`src/rtl/pb_uart_mon_pkg.sv`:
```
// Shared types and defaults for the UART receive monitor.
// Holds the receiver state encoding and default sizing constants.
package pb_uart_mon_pkg;

    localparam int unsigned DefClkPerBit = 8;
    localparam int unsigned DefFifoDepth = 16;

    typedef enum logic [2:0] {
        IDLE,
        START,
        DATA,
        STOP,
        WAIT_HIGH
    } rx_state_e;

endpackage

```
`src/rtl/fifo_v3.sv`:
```
// Synchronous FIFO, common_cells fifo_v3 compatible subset.
// Storage is reset so the head reads as zero while empty after reset.
module fifo_v3 #(
    parameter bit          FALL_THROUGH = 1'b0,
    parameter int unsigned DATA_WIDTH   = 8,
    parameter int unsigned DEPTH        = 16,
    parameter int unsigned ADDR_DEPTH   = (DEPTH > 1) ? $clog2(DEPTH) : 1
) (
    input  logic                  clk_i,
    input  logic                  rst_ni,
    input  logic                  flush_i,
    output logic                  full_o,
    output logic                  empty_o,
    output logic [ADDR_DEPTH-1:0] usage_o,
    input  logic [DATA_WIDTH-1:0] data_i,
    input  logic                  push_i,
    output logic [DATA_WIDTH-1:0] data_o,
    input  logic                  pop_i
);

    logic [DATA_WIDTH-1:0] mem_q [DEPTH];
    logic [ADDR_DEPTH-1:0] wr_ptr_q;
    logic [ADDR_DEPTH-1:0] rd_ptr_q;
    logic [ADDR_DEPTH:0]   cnt_q;
    logic                  bypass;
    logic                  wr_en;
    logic                  rd_en;

    assign full_o  = (cnt_q == (ADDR_DEPTH+1)'(DEPTH));
    assign empty_o = (cnt_q == '0);
    assign usage_o = cnt_q[ADDR_DEPTH-1:0];

    assign bypass = FALL_THROUGH && empty_o && push_i && pop_i;
    assign wr_en  = push_i && !full_o && !bypass;
    assign rd_en  = pop_i && !empty_o;

    assign data_o = (FALL_THROUGH && empty_o) ? data_i : mem_q[rd_ptr_q];

    // Pointer, occupancy and storage update.
    always_ff @(posedge clk_i or negedge rst_ni) begin
        if (!rst_ni) begin
            wr_ptr_q <= '0;
            rd_ptr_q <= '0;
            cnt_q    <= '0;
            for (int i = 0; i < int'(DEPTH); i++) begin
                mem_q[i] <= '0;
            end
        end else if (flush_i) begin
            wr_ptr_q <= '0;
            rd_ptr_q <= '0;
            cnt_q    <= '0;
        end else begin
            if (wr_en) begin
                mem_q[wr_ptr_q] <= data_i;
                wr_ptr_q        <= wr_ptr_q + ADDR_DEPTH'(1);
            end
            if (rd_en) begin
                rd_ptr_q <= rd_ptr_q + ADDR_DEPTH'(1);
            end
            if (wr_en && !rd_en) begin
                cnt_q <= cnt_q + (ADDR_DEPTH+1)'(1);
            end else if (!wr_en && rd_en) begin
                cnt_q <= cnt_q - (ADDR_DEPTH+1)'(1);
            end
        end
    end

endmodule

```
`src/rtl/pb_uart_rx_monitor.sv`:
```
// UART receive monitor: samples a serial line, buffers bytes in a FIFO.
// Flags framing errors, FIFO overflow and end-of-line bytes at the head.
module pb_uart_rx_monitor
    import pb_uart_mon_pkg::*;
#(
    parameter int unsigned ClkPerBit = DefClkPerBit,
    parameter int unsigned FifoDepth = DefFifoDepth
) (
    input  logic                       clk_i,
    input  logic                       rst_i,
    input  logic                       uart_rx_i,
    output logic [7:0]                 byte_o,
    output logic                       byte_valid_o,
    input  logic                       byte_ready_i,
    output logic                       eol_o,
    output logic                       frame_err_o,
    output logic                       overflow_o,
    output logic [$clog2(FifoDepth):0] fill_o
);

    localparam int unsigned CntW = $clog2(ClkPerBit);
    localparam int unsigned AddrW = $clog2(FifoDepth);
    localparam logic [CntW-1:0] HalfLoad = CntW'(ClkPerBit / 2 - 1);
    localparam logic [CntW-1:0] BitLoad = CntW'(ClkPerBit - 1);

    logic [1:0]      sync_q;
    logic            line;
    rx_state_e       state_q;
    logic [CntW-1:0] cnt_q;
    logic [2:0]      bit_idx_q;
    logic [7:0]      shreg_q;
    logic            tick;
    logic            push;
    logic            push_ok;
    logic            pop;
    logic            full;
    logic            empty;
    logic [AddrW-1:0] usage;

    assign line = sync_q[1];
    assign tick = (cnt_q == '0);

    // Two-flop synchronizer; idles high so reset never looks like a start.
    always_ff @(posedge clk_i or posedge rst_i) begin
        if (rst_i) begin
            sync_q <= 2'b11;
        end else begin
            sync_q <= {sync_q[0], uart_rx_i};
        end
    end

    // Receiver FSM with bit timer, bit index, shifter and error pulse.
    always_ff @(posedge clk_i or posedge rst_i) begin
        if (rst_i) begin
            state_q     <= IDLE;
            cnt_q       <= '0;
            bit_idx_q   <= '0;
            shreg_q     <= '0;
            frame_err_o <= 1'b0;
        end else begin
            frame_err_o <= 1'b0;
            unique case (state_q)
                IDLE: begin
                    if (!line) begin
                        state_q <= START;
                        cnt_q   <= HalfLoad;
                    end
                end
                START: begin
                    if (!tick) begin
                        cnt_q <= cnt_q - CntW'(1);
                    end else if (!line) begin
                        state_q   <= DATA;
                        cnt_q     <= BitLoad;
                        bit_idx_q <= '0;
                    end else begin
                        state_q <= IDLE;
                    end
                end
                DATA: begin
                    if (!tick) begin
                        cnt_q <= cnt_q - CntW'(1);
                    end else begin
                        shreg_q <= {line, shreg_q[7:1]};
                        cnt_q   <= BitLoad;
                        if (bit_idx_q == 3'd7) begin
                            state_q <= STOP;
                        end else begin
                            bit_idx_q <= bit_idx_q + 3'd1;
                        end
                    end
                end
                STOP: begin
                    if (!tick) begin
                        cnt_q <= cnt_q - CntW'(1);
                    end else if (line) begin
                        state_q <= IDLE;
                    end else begin
                        frame_err_o <= 1'b1;
                        state_q     <= WAIT_HIGH;
                    end
                end
                WAIT_HIGH: begin
                    if (line) begin
                        state_q <= IDLE;
                    end
                end
                default: state_q <= IDLE;
            endcase
        end
    end

    assign push    = (state_q == STOP) && tick && line;
    assign push_ok = push && !full;
    assign pop     = byte_valid_o && byte_ready_i;

    // Sticky overflow: a good frame arrived with no room to keep it.
    always_ff @(posedge clk_i or posedge rst_i) begin
        if (rst_i) begin
            overflow_o <= 1'b0;
        end else if (push && full) begin
            overflow_o <= 1'b1;
        end
    end

    fifo_v3 #(
        .FALL_THROUGH(1'b0),
        .DATA_WIDTH  (8),
        .DEPTH       (FifoDepth)
    ) u_fifo (
        .clk_i  (clk_i),
        .rst_ni (~rst_i),
        .flush_i(1'b0),
        .full_o (full),
        .empty_o(empty),
        .usage_o(usage),
        .data_i (shreg_q),
        .push_i (push_ok),
        .data_o (byte_o),
        .pop_i  (pop)
    );

    assign byte_valid_o = !empty;
    assign eol_o        = byte_valid_o && (byte_o == 8'h0A);
    assign fill_o       = {full, usage};

endmodule

```
`config.mk`:
```
export PLATFORM = sky130hd
export DESIGN_NAME = pb_uart_rx_monitor
export DESIGN_NICKNAME = d
export VERILOG_FILES = /design/src/rtl/pb_uart_mon_pkg.sv /design/src/rtl/fifo_v3.sv /design/src/rtl/pb_uart_rx_monitor.sv
export SDC_FILE = /design/constraint.sdc
export NUM_CORES = 1
export LEC_CHECK = 0
export BUFFER_PORTS_ARGS = -buffer_cell sky130_fd_sc_hd__buf_2
export CORE_MARGIN = 4
export CORE_UTILIZATION = 45
export DETAILED_ROUTE_END_ITERATION = 6
export PLACE_DENSITY = 0.61
export SETUP_SLACK_MARGIN = 0.4
export SLEW_MARGIN = 20
export SYNTH_ARGS = -nofsm -noshare
export SYNTH_HDL_FRONTEND = slang
export SYNTH_SLANG_ARGS = --single-unit
```
`constraint.sdc`:
```
create_clock -name clk_i -period 15.1 [get_ports clk_i]
set_clock_uncertainty 0.05 [all_clocks]
set_input_delay 3.02 -clock clk_i [delete_from_list [all_inputs] [get_ports clk_i]]
set_output_delay 3.02 -clock clk_i [all_outputs]
set_load 0.03 [all_outputs]
```
==> results of run 1 <==
-- cell type report --
class,instances,area (µm²),share of cell area (%)
Clock inverter,10,133,1.57
Inverter,10,42.5,0.504
Tap cell,220,275,3.26
Multi-Input combinational cell,327,3340,39.6
Clock buffer,21,470,5.57
Timing Repair Buffer,23,123,1.45
Sequential cell,162,4060,48.0
-- flip-flops by register name (all words and copies together) (netlist names) --
| name | flops |
|---|---|
| frame_err_o | 1 |
| u_fifo.rd_ptr_q | 4 |
| overflow_o | 1 |
| u_fifo.wr_ptr_q | 4 |
| state_q | 3 |
| bit_idx_q | 3 |
| cnt_q | 3 |
| u_fifo.mem_q | 128 |
| shreg_q | 8 |
| u_fifo.cnt_q | 5 |
| sync_q | 2 |
-- stage by stage --
step	utilization, %	setup WS, ns	hold slack, ns	cells
2_1_floorplan	-	7.66	0.295	534
3_3_place_gp	47.2	8.83	0.298	742
3_5_place_dp	47.2	8.80	0.297	742
4_1_cts	50.9	8.34	0.306	773
5_1_grt	50.9	8.25	0.309	773
6_report	50.9	8.39	0.305	773
-- kinds of logic (layout without fill, tap and decap cells) --
family          count (synthesis)  in the layout  share of synthesized area (%)
mux                           182            182                           31.5
flops                         162            162                           53.4
simple gates                   80             80                           5.24
buf+inv                        45             64                           2.72
compound gates                 40             40                           3.46
fa+ha+maj                      14             14                           2.41
xor+xnor                       11             11                           1.27
-- worst max-delay path, cell delays in order, from the launching register on --
cell and delay [ns]:
sky130_fd_sc_hd__dfrtp_2 0.34, sky130_fd_sc_hd__buf_4 0.57, sky130_fd_sc_hd__mux4_1 0.64, sky130_fd_sc_hd__mux4_2 0.50, sky130_fd_sc_hd__nand4b_1 0.18, sky130_fd_sc_hd__or4b_1 0.54
sky130_fd_sc_hd__nor4_2 0.18, sky130_fd_sc_hd__buf_2 0.24
-- power groups by stage --
stage          Sequential [µW]  Clock [µW]  Combinational, µW
2_1_floorplan              496           0                262
3_3_place_gp               532           0                279
3_5_place_dp               535           0                287
4_1_cts                    528         447                288
5_1_grt                    536         467                314
6_report                   528         442                285
-- layout by cell type (no fill, tap or decap), types with 7 or more instances in the layout --
cell,synthesis,layout
sky130_fd_sc_hd__nand3_1,8,8
sky130_fd_sc_hd__ha_1,13,13
sky130_fd_sc_hd__a21oi_1,10,10
sky130_fd_sc_hd__dfrtp_1,160,159
sky130_fd_sc_hd__mux4_1,7,7
sky130_fd_sc_hd__clkbuf_16,0,17
sky130_fd_sc_hd__inv_1,10,9
sky130_fd_sc_hd__buf_2,3,20
sky130_fd_sc_hd__xnor2_1,9,9
sky130_fd_sc_hd__nor2_1,11,11
sky130_fd_sc_hd__o21ai_0,10,10
sky130_fd_sc_hd__mux4_2,22,22
sky130_fd_sc_hd__mux2_2,138,138
sky130_fd_sc_hd__nand2_1,32,32
sky130_fd_sc_hd__mux2i_1,12,12
-- path summary, 6_finish.rpt --
path,from,endpoint,slack (ns)
min in group asynchronous,rst_i,u_fifo.mem_q[43],2.70
max,u_fifo.rd_ptr_q[0],eol_o,8.39
min,sync_q[0],sync_q[1],0.31
min reg2reg,sync_q[0],sync_q[1],0.31
max reg2reg,u_fifo.cnt_q[0],u_fifo.cnt_q[4],11.73
max in group asynchronous,rst_i,u_fifo.mem_q[21],10.83
-- routing by layer --
layer | global-route usage, % | wire [µm]
met5 | 0 | 0
met1 | 26.5 | 7690
met4 | 6.70 | 333
met2 | 29.5 | 7980
met3 | 5.26 | 656
==> implementation parameters, run 1 <==
Parameter                              Value

Status
  Result of the run    finished, final reports clean

Logic synthesis
  Synth Net Count    552
  Post-synthesis area per instance    14.2 µm²
  Main area contributors after synthesis    sky130_fd_sc_hd__dfrtp_1 53%, sky130_fd_sc_hd__mux2_2 20%, sky130_fd_sc_hd__mux4_2 6.5%
  Top FF cell, synth    sky130_fd_sc_hd__dfrtp_1
  Number of warning messages in the yosys log    0
  Library cell occupying the most area in the post-synthesis netlist    sky130_fd_sc_hd__dfrtp_1
  Portion of the post-synthesis area used by sequential elements    around 53%
  Count of unique library cells instantiated by Yosys    41
  Post-Syn Area    around 0.0076 mm²
  #FFs+latches synth    162
  Most repeated cell in the gate-level netlist after synthesis    sky130_fd_sc_hd__dfrtp_1
  Count of mapped cells out of synthesis    534
  Ys async rst share    100%
  Leading post-synthesis cells by instance count    160 x sky130_fd_sc_hd__dfrtp_1, 138 x sky130_fd_sc_hd__mux2_2, 32 x sky130_fd_sc_hd__nand2_1
  Share of the synthesized area in the top cell type    52.8%
  Number of enable flip-flop cells after synthesis    0

STA
  Post-route clock period utilization    44.4%
  Period minus WS final    6.71 ns
  Fin Setup TNS    0 ns
  Final count of hold timing violations    0
  RSZ-0062 raised after global routing    false
  Endpoints failing setup    0
  Max transition margin    about two fifths
  Slew Viols, Final    0
  Timing-limited maximum frequency    149 MHz
  Actual transition at the worst max-transition pin    0.925 ns

CTS
  Cell at the root of the clock tree    sky130_fd_sc_hd__clkbuf_16
  Worst skew pair latency    approximately 0.43 ns
  Sinks on the clock net    about 160
  Post-CTS setup buffers    0
  Max H-tree Level    4
  Clock tree from TritonCTS    done
  Deepest clock path buffer count    2
  Cts repair resizes    0
  CTS Hold Buffers Added    0
  Clock transition at the registers of the reported paths    ~0.06 ns
  Cts bufs inserted    17

Detailed routing
  Average wire per standard cell    21.6 µm
  Detailed-route via count    ~4.4k
  Drt via density    5.73
  Number of search-and-repair iterations in the first detailed-routing pass    4
  Remaining design rule violation count    0
  Final wirelength    16,700 µm
  Number of nets with antenna violations after detailed routing    0
  First DRT Iteration DRCs    292

Placed design
  Routability congestion estimate from global placement    around 0.78
  Placed instance area    a little under 0.008 mm²
  Number of buffer cells added on primary ports    20
  Post-detailed-placement half-perimeter wirelength    10,800 µm

Floorplanning
  Total die area    roughly 0.019 mm²
  Number of I/O pins    21
  Die width    between 100 and 150 µm
  Placeable core area    0.0166 mm²
  Number of cell rows    47
  Effective utilization at floorplan    45.8%
  Floorplan die height    138 µm

Global route
  Largest net degree at the start of global routing    90
  Final global-route overflow total    0
  Combined global-route utilization of all metal layers    between 10% and 20%
  Antenna violations before repair    0
  Via count of the first global-routing pass    ~4.6k
  Global-route wire length before repair    26,700 µm

Layout
  Area delta synth->final    11.3%
  Final #Nets    559
  Filler instances    1,420
  Layout cells sized above 1    39.6%
  Summed area of non-filler cells in the final layout    0.00845 mm²
  Number of antenna diodes    0

Power and ir drop
  Internal power of the cells    854 µW
  Power density relative to cell area    149 mW/mm²
  Leakage    just over 0.004 µW
  Clock group share of total power    35.2%
  Net load switching power    402 µW
  Proportion of total power due to net switching    a little under a third
  Fraction of power consumed by sequential logic    42.1%
  Worst IR drop on VDD    0.0864 mV
  Fraction of power consumed by combinational cells    between 20% and 30%
  Tot Pwr    1260 µW

Worst setup path
  Sort of element at the end of the critical path    output pin
  Arrival time worst endpoint    approximately 3.6 ns
  Critical setup path kind    register to output pin
  Reg2reg path depth    11
  Required time of the worst setup path    around 12 ns
  Top fanout value on the critical path    40
  Type of element launching the critical path    register

Flow run
  Max-Cap Viols    0

Hold path
  Class of the most critical hold timing path    register to register
  Worst Hold Path Cells    0
Power figures use the tool's default switching activity.
==> run 2, diff against run 1 <==
Clock period 15.1 ns to 6.6 ns, I/O delays scaled along.
==> implementation parameters, run 2 (synthesis gave the netlist of run 1 again) <==
Parameter                              Value

Detailed routing
  Number of search-and-repair iterations in the first detailed-routing pass    6
  Remaining design rule violation count    0
  Average wire per standard cell    21.4 µm
  First DRT Iteration DRCs    235
  Drt via density    5.64
  Final wirelength    16,600 µm
  Number of nets with antenna violations after detailed routing    0
  Detailed-route via count    4,367

Worst setup path
  Sort of element at the end of the critical path    output pin
  Required time of the worst setup path    5.23 ns
  Startpoint of the worst setup timing path    u_fifo.rd_ptr_q[0]
  Top fanout value on the critical path    26
  Arrival time worst endpoint    3.57 ns
  Critical R2R Launch    u_fifo.cnt_q[0]
  Type of element launching the critical path    register
  Critical setup path kind    register to output pin

Power and ir drop
  Internal power of the cells    around 1900 µW
  Fraction of power consumed by sequential logic    44.8%
  Leakage    0.00412 µW
  Worst IR drop on VDD    0.209 mV
  Power density relative to cell area    approximately 330 mW/mm²
  Fraction of power consumed by combinational cells    ~22%
  Clock group share of total power    approximately a third
  Proportion of total power due to net switching    around 33%
  Net load switching power    906 µW

CTS
  CTS Hold Buffers Added    0
  Sinks on the clock net    ~160
  Post-CTS setup buffers    0
  Worst skew pair latency    between 0.4 and 0.5 ns
  Max H-tree Level    4
  Cell at the root of the clock tree    sky130_fd_sc_hd__clkbuf_16
  Clock tree from TritonCTS    done
  Clock transition at the registers of the reported paths    0.06 ns
  Deepest clock path buffer count    2
  Cts bufs inserted    17
  Cts repair resizes    0

Flow run
  Max-Cap Viols    0

Floorplanning
  Floorplan die height    around 140 µm
  Number of cell rows    47
  Placeable core area    between 0.015 and 0.02 mm²
  Number of I/O pins    21
  Effective utilization at floorplan    45.8%
  Die width    138 µm
  Total die area    roughly 0.019 mm²

Layout
  Register bank with the most flops    u_fifo.mem_q
  Final #Nets    about 560
  Area delta synth->final    10.7%
  Number of antenna diodes    0
  Flip-flop count of the largest register, all copies and words added    128
  Most frequent standard cell in the layout excluding fill and tap cells    sky130_fd_sc_hd__dfrtp_1
  Layout cells sized above 1    39.5%
  Largest regs    u_fifo.mem_q x128, shreg_q x8, u_fifo.cnt_q x5
  Leading cell types in the layout, fill and taps excluded    159 x sky130_fd_sc_hd__dfrtp_1, 138 x sky130_fd_sc_hd__mux2_2, 32 x sky130_fd_sc_hd__nand2_1, 22 x sky130_fd_sc_hd__mux4_2, 20 x sky130_fd_sc_hd__buf_2

Placed design
  Number of buffer cells added on primary ports    20
  Post-detailed-placement half-perimeter wirelength    10,900 µm
  Dpl ws    2.07 ns
  Routability congestion estimate from global placement    about 0.83

Global route
  Largest net degree at the start of global routing    a little over 100
  Global-route wire length before repair    roughly 26,000 µm
  Via count of the first global-routing pass    between 4k and 5k
  Antenna violations before repair    0
  Combined global-route utilization of all metal layers    18.7%
  Final global-route overflow total    0

Status
  Result of the run    finished, final reports clean

STA
  RSZ-0062 raised after global routing    false
  Timing-limited maximum frequency    202 MHz
  Min setup slack post-route    ~1.7 ns
  Slew Viols, Final    0
  Post-route clock period utilization    74.9%
  Endpoints failing setup    0
  Period minus WS final    around 4.9 ns
  Max transition margin    38.1%
  Actual transition at the worst max-transition pin    0.929 ns
  Final count of hold timing violations    0
  Fin Setup TNS    0 ns

Hold path
  Class of the most critical hold timing path    register to register
  Startpoint of the tightest hold check path    sync_q[0]
==> run 2: cell count changes in the layout (fill, tap and decap cells not counted), sizes merged <==
cell	before	now
clkinvlp	3	2
bufinv	3	1
clkinv	4	7
clkbuf	21	22
==> run 2: worst max-delay path, cell delays in order (launching register included) <==
cell	delay [ns]
sky130_fd_sc_hd__dfrtp_2	0.86
sky130_fd_sc_hd__buf_4	0.42
sky130_fd_sc_hd__mux4_2	0.55
sky130_fd_sc_hd__a22oi_1	0.21
sky130_fd_sc_hd__nand3_1	0.12
sky130_fd_sc_hd__or4b_1	0.59
sky130_fd_sc_hd__nor4_2	0.14
sky130_fd_sc_hd__buf_2	0.23
==> run 2: final timing paths <==
check / to / slack [ns] / depth (start not counted)
min in group asynchronous: u_fifo.mem_q[43] / 1.05 / 2
max reg2reg: u_fifo.cnt_q[4] / 3.27 / 11
max in group asynchronous: u_fifo.rd_ptr_q[0] / 4.08 / 3
max: eol_o / 1.66 / 7
min: sync_q[1] / 0.31 / 0
min reg2reg: sync_q[1] / 0.31 / 0
==> run 2: metal layers <==
| metal | part of all wire [%] | track usage (%) | routed length [µm] |
|---|---|---|---|
| met1 | 47 | 26.7 | 7840 |
| met2 | 48 | 28.9 | 7920 |
| met3 | 3.0 | 3.70 | 493 |
| met4 | 2.0 | 6.26 | 333 |
| met5 | 0 | 0 | 0 |
==> run 2: final cells by class <==
type                       instances  area, µm²
fill                            1431       8180
sequential                       162       4060
multi-input combinational        327       3340
clock buffer                      22        474
tap                              220        275
timing repair buffer              23        123
clock inverter                    10       83.8
inverter                          10       42.5
==> run 2: metrics by stage <==
stage	util, %	cells	hold WS, ns	cell area, µm²	power [µW]
floorplan	-	534	0.295	7590	1730
CTS	50.6	774	0.310	8390	2800
global placement	47.2	742	0.298	7830	1850
finish	50.7	774	0.310	8400	2780
detailed placement	47.2	742	0.301	7830	1870
global route	50.7	774	0.314	8400	2920
==> run 2: power by group through the flow <==
stage | logic [µW] | clock network (µW) | registers (µW)
3_5_place_dp | 609 | 0 | 1260
4_1_cts | 610 | 948 | 1250
2_1_floorplan | 598 | 0 | 1140
5_1_grt | 666 | 986 | 1270
6_report | 608 | 929 | 1250
3_3_place_gp | 592 | 0 | 1260
